$ cat src/rtl/div_radix2.sv
// Iterative radix-2 restoring divider answering the execute-stage divide
// handshake. One quotient bit per cycle; result packed {remainder, quotient}.
module div_radix2 #(
  parameter int WIDTH = 32
) (
  input  logic               clk,
  input  logic               rst,
  input  logic               signed_div_i,
  input  logic [WIDTH-1:0]   opdata1_i,
  input  logic [WIDTH-1:0]   opdata2_i,
  input  logic               start_i,
  input  logic               annul_i,
  output logic [2*WIDTH-1:0] result_o,
  output logic               ready_o
);

  localparam int CNT_W = $clog2(WIDTH) + 1;

  typedef enum logic [1:0] {FREE, BY_ZERO, ON, END} state_t;

  state_t             state_reg, state_next;
  logic [CNT_W-1:0]   cnt_reg, cnt_next;
  logic [WIDTH-1:0]   rem_reg, rem_next;
  logic [WIDTH-1:0]   quo_reg, quo_next;
  logic [WIDTH-1:0]   divisor_reg, divisor_next;
  logic               neg_q_reg, neg_q_next;
  logic               neg_r_reg, neg_r_next;
  logic [2*WIDTH-1:0] result_reg, result_next;
  logic               ready_reg, ready_next;

  // One restoring step: shift {rem,quo} left, trial-subtract the divisor.
  // The shifted remainder is below 2*divisor, so bit WIDTH of the
  // (WIDTH+1)-bit difference is set exactly when the subtract borrows.
  logic [WIDTH:0]   rem_sh;
  logic [WIDTH:0]   diff;
  logic             borrow;
  logic [WIDTH-1:0] rem_step;
  logic [WIDTH-1:0] quo_step;
  logic             op1_neg;
  logic             op2_neg;

  assign rem_sh   = {rem_reg, quo_reg[WIDTH-1]};
  assign diff     = rem_sh - {1'b0, divisor_reg};
  assign borrow   = diff[WIDTH];
  assign rem_step = borrow ? rem_sh[WIDTH-1:0] : diff[WIDTH-1:0];
  assign quo_step = {quo_reg[WIDTH-2:0], ~borrow};
  assign op1_neg  = signed_div_i & opdata1_i[WIDTH-1];
  assign op2_neg  = signed_div_i & opdata2_i[WIDTH-1];

  // Next-state and datapath decisions for the divide sequence.
  always_comb begin
    state_next   = state_reg;
    cnt_next     = cnt_reg;
    rem_next     = rem_reg;
    quo_next     = quo_reg;
    divisor_next = divisor_reg;
    neg_q_next   = neg_q_reg;
    neg_r_next   = neg_r_reg;
    result_next  = result_reg;
    ready_next   = ready_reg;
    unique case (state_reg)
      FREE: begin
        if (start_i && !annul_i) begin
          state_next   = (opdata2_i == '0) ? BY_ZERO : ON;
          neg_q_next   = op1_neg ^ op2_neg;
          neg_r_next   = op1_neg;
          quo_next     = op1_neg ? (~opdata1_i + 1'b1) : opdata1_i;
          divisor_next = op2_neg ? (~opdata2_i + 1'b1) : opdata2_i;
          rem_next     = '0;
          cnt_next     = '0;
        end
      end
      BY_ZERO: begin
        state_next = END;
        rem_next   = '0;
        quo_next   = '0;
      end
      ON: begin
        if (annul_i) begin
          state_next = FREE;
        end else begin
          rem_next = rem_step;
          quo_next = quo_step;
          cnt_next = cnt_reg + CNT_W'(1);
          if (cnt_reg == CNT_W'(WIDTH - 1)) begin
            // Last step: fold the sign correction into the same edge.
            state_next = END;
            quo_next   = neg_q_reg ? (~quo_step + 1'b1) : quo_step;
            rem_next   = neg_r_reg ? (~rem_step + 1'b1) : rem_step;
          end
        end
      end
      END: begin
        result_next = {rem_reg, quo_reg};
        ready_next  = start_i;
        if (!start_i) begin
          state_next = FREE;
        end
      end
      default: state_next = FREE;
    endcase
  end

  // State and datapath registers with synchronous active-low reset.
  always_ff @(posedge clk) begin
    if (!rst) begin
      state_reg   <= FREE;
      cnt_reg     <= '0;
      rem_reg     <= '0;
      quo_reg     <= '0;
      divisor_reg <= '0;
      neg_q_reg   <= 1'b0;
      neg_r_reg   <= 1'b0;
      result_reg  <= '0;
      ready_reg   <= 1'b0;
    end else begin
      state_reg   <= state_next;
      cnt_reg     <= cnt_next;
      rem_reg     <= rem_next;
      quo_reg     <= quo_next;
      divisor_reg <= divisor_next;
      neg_q_reg   <= neg_q_next;
      neg_r_reg   <= neg_r_next;
      result_reg  <= result_next;
      ready_reg   <= ready_next;
    end
  end

  assign result_o = result_reg;
  assign ready_o  = ready_reg;

endmodule

$ cat config.mk
export PLATFORM = sky130hd
export DESIGN_NAME = div_radix2
export DESIGN_NICKNAME = d
export VERILOG_FILES = /design/src/rtl/div_radix2.sv
export SDC_FILE = /design/constraint.sdc
export NUM_CORES = 1
export LEC_CHECK = 0
export ABC_AREA = 1
export BUFFER_PORTS_ARGS = -buffer_cell sky130_fd_sc_hd__buf_4
export CORE_AREA = 2 2 195 197
export DETAILED_ROUTE_END_ITERATION = 10
export DIE_AREA = 0 0 197 199
export HOLD_SLACK_MARGIN = 0.15
export PLACE_DENSITY = 0.5
export SYNTH_ARGS = -nofsm -noshare
export SYNTH_HDL_FRONTEND = slang
export SYNTH_SLANG_ARGS = --single-unit
$ cat constraint.sdc
create_clock -name clk -period 4.8 [get_ports clk]
set_input_delay 0.24 -clock clk [delete_from_list [all_inputs] [get_ports clk]]
set_output_delay 0.24 -clock clk [all_outputs]
set_load 0.1 [all_outputs]
==> impl_results.md, run 1 <==
- Multi-input logic area: 7930 um^2
- Area grow syn2layout: 16.8%
- First-pass GRT wire length: 71.6 mm
- Final nets: 2318
- I/O Buffers: 133
- Crit. End Element: flip-flop
- Slew @ Worst Pin: 0.884 ns
- Final Max Tran Viols: 0
- Die ar.: 39200 um^2
- CTS tree: done
- CP max FO: 8
- Worst Skew: 0.00986 ns
- Syn avg cell area: 6.10 um^2
- Critical-path top delay cell: fa_1
- Post-CTS setup buffers: 0
- Root buf cell: clkbuf_16
- Core footprint: 37100 um^2
- Post-Syn Instances: 2098
- Share of synthesized registers carrying an async set or reset: 0%
- Vias in the first global route: 12791
- Worst Path Required: 5.15 ns
- Pre-CTS WS: 0.599 ns
- Vias after detailed routing: 13755
- Worst-path clk slew: 0.07 ns
- Fillcell total: 4077
- Inst Count DP: 2645
- Final setup viols: 0
- Yosys top cell by area: dfxtp_1
- Count leader, synth: nand2_1
- Total negative slack: 0 ns
- Final setup margin: 0.622 ns
- Register area share after synthesis: 26.7%
- Total design power: 7.04 mW
- Crit Path Class: reg2reg
- Net Count, Synth: 2210
- Fraction of layout cells with a size suffix above 1: 13.0%
- Distinct cells, synth: 52
- Register Area: 3420 um^2
- Commonest cells post-synth: 529 x nand2_1, 285 x inv_1, 200 x a21oi_1, 171 x dfxtp_1, 170 x o21ai_0
- RSZ-0062 raised after global routing: no
- Final min period: 4.18 ns
- Largest net degree at the start of global routing: 67
- Crit path largest cell delay: 0.43 ns
- Synth warn: 0
- Hold Path Class: in2reg
- Worst EP arrival: 4.53 ns
- CTS buffer count: 17
- Iter 0 DRT Violations: 979
- Final wirelength: 46.1 mm
- P_leak: 7.59 nW
- Headroom to the max-slew limit: 41.0%
- Clock sinks: 171
- Hpwl dp: 35.4 mm
- Dpl cell area: 14200 um^2
- Max reg flops: 64
- Run status: finished clean
- Post-synth top area share: 26.7%
- CTS max path bufs: 2
- Crit path from: quo_reg[31]
- PwrDens: 471 nW/um^2
- H-tree depth: 4
- Num rows: 71
- Global Route Usage Sum: 23.7%
- Maximum clock rate: 0.239 GHz
- Drt wl/cell: 17.1 um
- Starting Density: 34.5%
- # DRC: 0
- Die Span Y: 199 um
- Main flop type after synthesis: dfxtp_1
- Final Non-Filler Cells: 2694
- FF+latch count, synth: 171
- FF-to-FF Start: quo_reg[31]
- Die width: 197 um
- Worst-skew pair later-pin latency: 0.45 ns
- Remaining antenna violation count: 0
- First-pass DRT Iterations: 5
- Initial antenna violation count: 1
- Delay-heaviest family, CP: simple AND/OR/NAND/NOR gates
- Max Cap Viol: 0
- Fin crit share: 87.1%
- Final Hold Vio Count: 0
- Hold path startpoint: opdata1_i[9]
- Netlist Area Pre-Place: 12800 um^2
- Drt via density: 5.11
- Type of origin of the critical path: flip-flop
- Top Ports: 134
- Post-synth EDFFs: 0
- Bufs and invs on worst path: 4
- GR Overflow Total: 0
- Worst VDD drop: 417 uV
- Synth top area cells: dfxtp_1 27%, nand2_1 16%, inv_1 8.4%
- GP Congestion: 0.917
- Final instance area: 14900 um^2
- Cell mode on critical path: nand2_1
-- report_power, final --
group | total, mW | leakage (nW) | switching [mW] | internal (mW)
combinational | 3.73 | 5.93 | 2.67 | 1.06
sequential | 1.88 | 1.39 | 0.209 | 1.67
clock | 1.43 | 0.270 | 0.646 | 0.784
total | 7.04 | 7.59 | 3.53 | 3.51
-- final timing paths --
path | end | slack, ns | cells past startpoint
setup / recovery | quo_reg[30] | 0.62 | 30
hold / removal | quo_reg[9] | 0.16 | 4
setup reg to reg | quo_reg[30] | 0.62 | 30
hold reg to reg | cnt_reg[2] | 0.47 | 2
-- what timing repair did --
item | CTS | global route
resized for setup | 0 | 2
hold endpoints to repair | 16 | 0
hold buffers | 16 | 0
setup endpoints to repair | 0 | 1
-- cell type report --
class                      count  area share [%]
tap                          474            3.97
antenna                        1          0.0167
sequential                   171            22.9
inverter                     300            7.54
clock inverter                13           0.963
multi-input combinational   1550            53.0
clock buffer                  19            2.96
timing repair buffer         166            8.61
-- per-stage QoR --
| step | hold WS, ns | util (%) |
|---|---|---|
| after floorplan | 0.397 | - |
| after global placement | 0.448 | 38.2 |
| after detailed placement | 0.459 | 38.2 |
| after CTS | 0.152 | 40.2 |
| after global routing | 0.179 | 40.2 |
| final | 0.165 | 40.2 |
-- cells in the final DEF (no fill, tap or decap), types with 7 or more instances in the layout --
cell / synthesis / final
or2_2: 8 / 8
ha_1: 42 / 41
a31oi_1: 24 / 23
nor4_1: 13 / 13
dfxtp_1: 171 / 171
o221ai_1: 8 / 8
inv_1: 285 / 284
xor2_1: 24 / 24
nor3_1: 28 / 27
o211ai_1: 8 / 8
dlygate4sd3_1: 0 / 16
nand4_1: 23 / 23
inv_2: 13 / 14
o21ai_0: 170 / 170
nand2_2: 37 / 37
nand3_1: 164 / 164
nor2_1: 167 / 166
o21ai_1: 12 / 11
nand2_4: 9 / 9
nand2_1: 529 / 529
buf_4: 0 / 150
nor2_4: 7 / 7
xnor2_1: 15 / 15
clkbuf_16: 0 / 17
a21oi_1: 200 / 200
nand3b_1: 7 / 7
-- layer usage --
layer	vias to the layer above	global-route usage (%)	wire length [um]
met5	-	0	0
met4	0	7.07	860
met3	52	3.44	2280
met2	328	37.5	20300
met1	6339	33.4	22600
li1	7036	-	-
-- cell families (layout without fill, tap and decap cells) --
family / after synthesis / after routing / share of synthesized area [%]
AOI/OAI and AO/OA: 455 / 455 / 19.4
and+or+nand+nor: 1013 / 1013 / 35.3
DFF: 171 / 171 / 26.7
buffers and inverters: 377 / 498 / 11.6
adders and majority gates: 43 / 43 / 4.26
other: 0 / 1 / 0
xor gates and xnor gates: 39 / 39 / 2.67
-- worst reg2reg max path: cells and delay by family (launching register included) --
kind                     cells  cell delay [ns]
AO/OA/AOI/OAI                3             0.45
flip-flops                   1             0.33
AND/OR/NAND/NOR             20             2.10
adder cells (fa/ha/maj)      3             0.83
buffers and inverters        4             0.36
No activity file was read; power rests on OpenSTA's default activity.
==> run 2: changes to the inputs <==
Settings changed: CTS_BUF_LIST from default to sky130_fd_sc_hd__clkbuf_8, SLEW_MARGIN from default to 20.
==> impl_results.md, run 2 (same netlist as run 1, synthesis figures left out) <==
- Area grow syn2layout: 17.7% (was 16.8%)
- Clock sinks: 171 (unchanged)
- CTS max path bufs: 2 (unchanged)
- First-pass DRT Iterations: 6 (was 5)
- Drt wl/cell: 17.0 um (was 17.1 um)
- Hold path startpoint: opdata1_i[5] (was opdata1_i[9])
- PwrDens: 446 nW/um^2 (was 471 nW/um^2)
- GR Overflow Total: 0 (unchanged)
- Vias after detailed routing: 13847 (was 13755)
- I/O Buffers: 133 (unchanged)
- Most frequent cells in the layout: 529 x nand2_1, 285 x inv_1, 200 x a21oi_1 (was 529 x nand2_1, 284 x inv_1, 200 x a21oi_1)
- Worst Skew: 0.0173 ns (was 0.00986 ns)
- Top Ports: 134 (unchanged)
- Core footprint: 37100 um^2 (unchanged)
- Final wirelength: 46.4 mm (was 46.1 mm)
- First-pass GRT wire length: 72.0 mm (was 71.6 mm)
- Critical-path top delay cell: fa_1 (unchanged)
- Die Span Y: 199 um (unchanged)
- RSZ-0062 raised after global routing: no (unchanged)
- # DRC: 0 (unchanged)
- Remaining antenna violation count: 0 (unchanged)
- Max Cap Viol: 0 (unchanged)
- Crit. End Element: flip-flop (unchanged)
- Post-layout util: 40.6% (was 40.2%)
- Final instance area: 15100 um^2 (was 14900 um^2)
- Global Route Usage Sum: 23.8% (was 23.7%)
- Crit path largest cell delay: 0.42 ns (was 0.43 ns)
- Largest net degree at the start of global routing: 67 (unchanged)
- Drt via density: 5.08 (was 5.11)
- Run status: finished clean (unchanged)
- Crit Path Class: reg2reg (unchanged)
- Pre-CTS WS: 0.599 ns (unchanged)
- Slew @ Worst Pin: 0.889 ns (was 0.884 ns)
- Worst VDD drop: 371 uV (was 417 uV)
- P_leak: 7.64 nW (was 7.59 nW)
- Dpl cell area: 14200 um^2 (unchanged)
- Final min period: 4.16 ns (was 4.18 ns)
- R2R depth: 30 (unchanged)
- Die ar.: 39200 um^2 (unchanged)
- CP max FO: 8 (unchanged)
- Final nets: 2349 (was 2318)
- Num rows: 71 (unchanged)
- Max reg flops: 64 (unchanged)
- Type of origin of the critical path: flip-flop (unchanged)
- Worst EP arrival: 4.57 ns (was 4.53 ns)
- FF-to-FF Start: quo_reg[31] (unchanged)
- Final Max Tran Viols: 0 (unchanged)
- Final setup margin: 0.639 ns (was 0.622 ns)
- Maximum clock rate: 0.240 GHz (was 0.239 GHz)
- Register Area: 3420 um^2 (unchanged)
- CTS buffer count: 17 (unchanged)
- Worst-path clk slew: 0.10 ns (was 0.07 ns)
- Fraction of layout cells with a size suffix above 1: 12.8% (was 13.0%)
- Inst Count DP: 2645 (unchanged)
- Root buf cell: clkbuf_8 (was clkbuf_16)
- Final Hold Vio Count: 0 (unchanged)
- Die width: 197 um (unchanged)
- Initial antenna violation count: 1 (unchanged)
- Min-Delay Path Depth: 4 (unchanged)
- Total negative slack: 0 ns (unchanged)
- Post-CTS setup buffers: 0 (unchanged)
- GP Congestion: 0.917 (unchanged)
- Fin crit share: 86.7% (was 87.1%)
- Worst-skew pair later-pin latency: 0.51 ns (was 0.45 ns)
- Final setup viols: 0 (unchanged)
- Most common cell after layout, fill and taps aside: nand2_1 (unchanged)
- Hold Path Class: in2reg (unchanged)
- Fillcell total: 4075 (was 4077)
- Headroom to the max-slew limit: 40.7% (was 41.0%)
- Starting Density: 34.5% (unchanged)
- Final Non-Filler Cells: 2726 (was 2694)
- Total design power: 6.72 mW (was 7.04 mW)
- Multi-input logic area: 7930 um^2 (unchanged)
- Iter 0 DRT Violations: 944 (was 979)
- Vias in the first global route: 12907 (was 12791)
- Crit path from: quo_reg[31] (unchanged)
- Worst Path Required: 5.21 ns (was 5.15 ns)
- CTS tree: done (unchanged)
- Hpwl dp: 35.4 mm (unchanged)
- Tightest hold margin: 0.196 ns (was 0.165 ns)
- H-tree depth: 4 (unchanged)
- Cell mode on critical path: nand2_1 (unchanged)
[run 2: cell count changes in the layout (fill, tap and decap cells not counted), sizes merged]
cell,before,now
inv,300,301
clkbuf,19,18
dlygate4sd3,16,47
diode,1,2
[run 2: critical path: cells and delay by family (launching register included)]
| kind | cells | cell delay [ns] |
|---|---|---|
| flops | 1 | 0.34 |
| fa+ha+maj | 3 | 0.82 |
| buf+inv | 4 | 0.36 |
| compound gates | 3 | 0.44 |
| simple gates | 20 | 2.10 |
[run 2: timing repair]
item                                    in CTS  in global routing
hold buffers                                47                  0
gates resized for setup                      0                  2
endpoints found under the setup margin       0                  1
endpoints found under the hold margin       45                  0
[run 2: metal layers]
| layer | share of wire [%] | vias up | track usage, % |
|---|---|---|---|
| met5 | 0 | - | 0 |
| met4 | 2.1 | 0 | 7.41 |
| met3 | 3.8 | 52 | 3.44 |
| met2 | 44 | 286 | 37.7 |
| met1 | 50 | 6407 | 33.4 |
| li1 | - | 7102 | - |
[run 2: final timing paths]
path            endpoint  slack (ns)
min           quo_reg[5]        0.20
max reg2reg  quo_reg[30]        0.64
max          quo_reg[30]        0.64
min reg2reg   cnt_reg[2]        0.47
[run 2: area by class of cell]
class                           instances  area share (%)
Clock inverter                         14           0.980
Multi-Input combinational cell       1550            52.6
Antenna cell                            2          0.0332
Tap cell                              474            3.94
Timing Repair Buffer                  197            10.6
Sequential cell                       171            22.7
Clock buffer                           18            1.64
Inverter                              300            7.48
[run 2: power by group]
part	switching (mW)	total, mW	internal, mW
Sequential	0.209	1.88	1.67
Combinational	2.69	3.76	1.07
Clock	0.606	1.08	0.477
Total	3.50	6.72	3.22
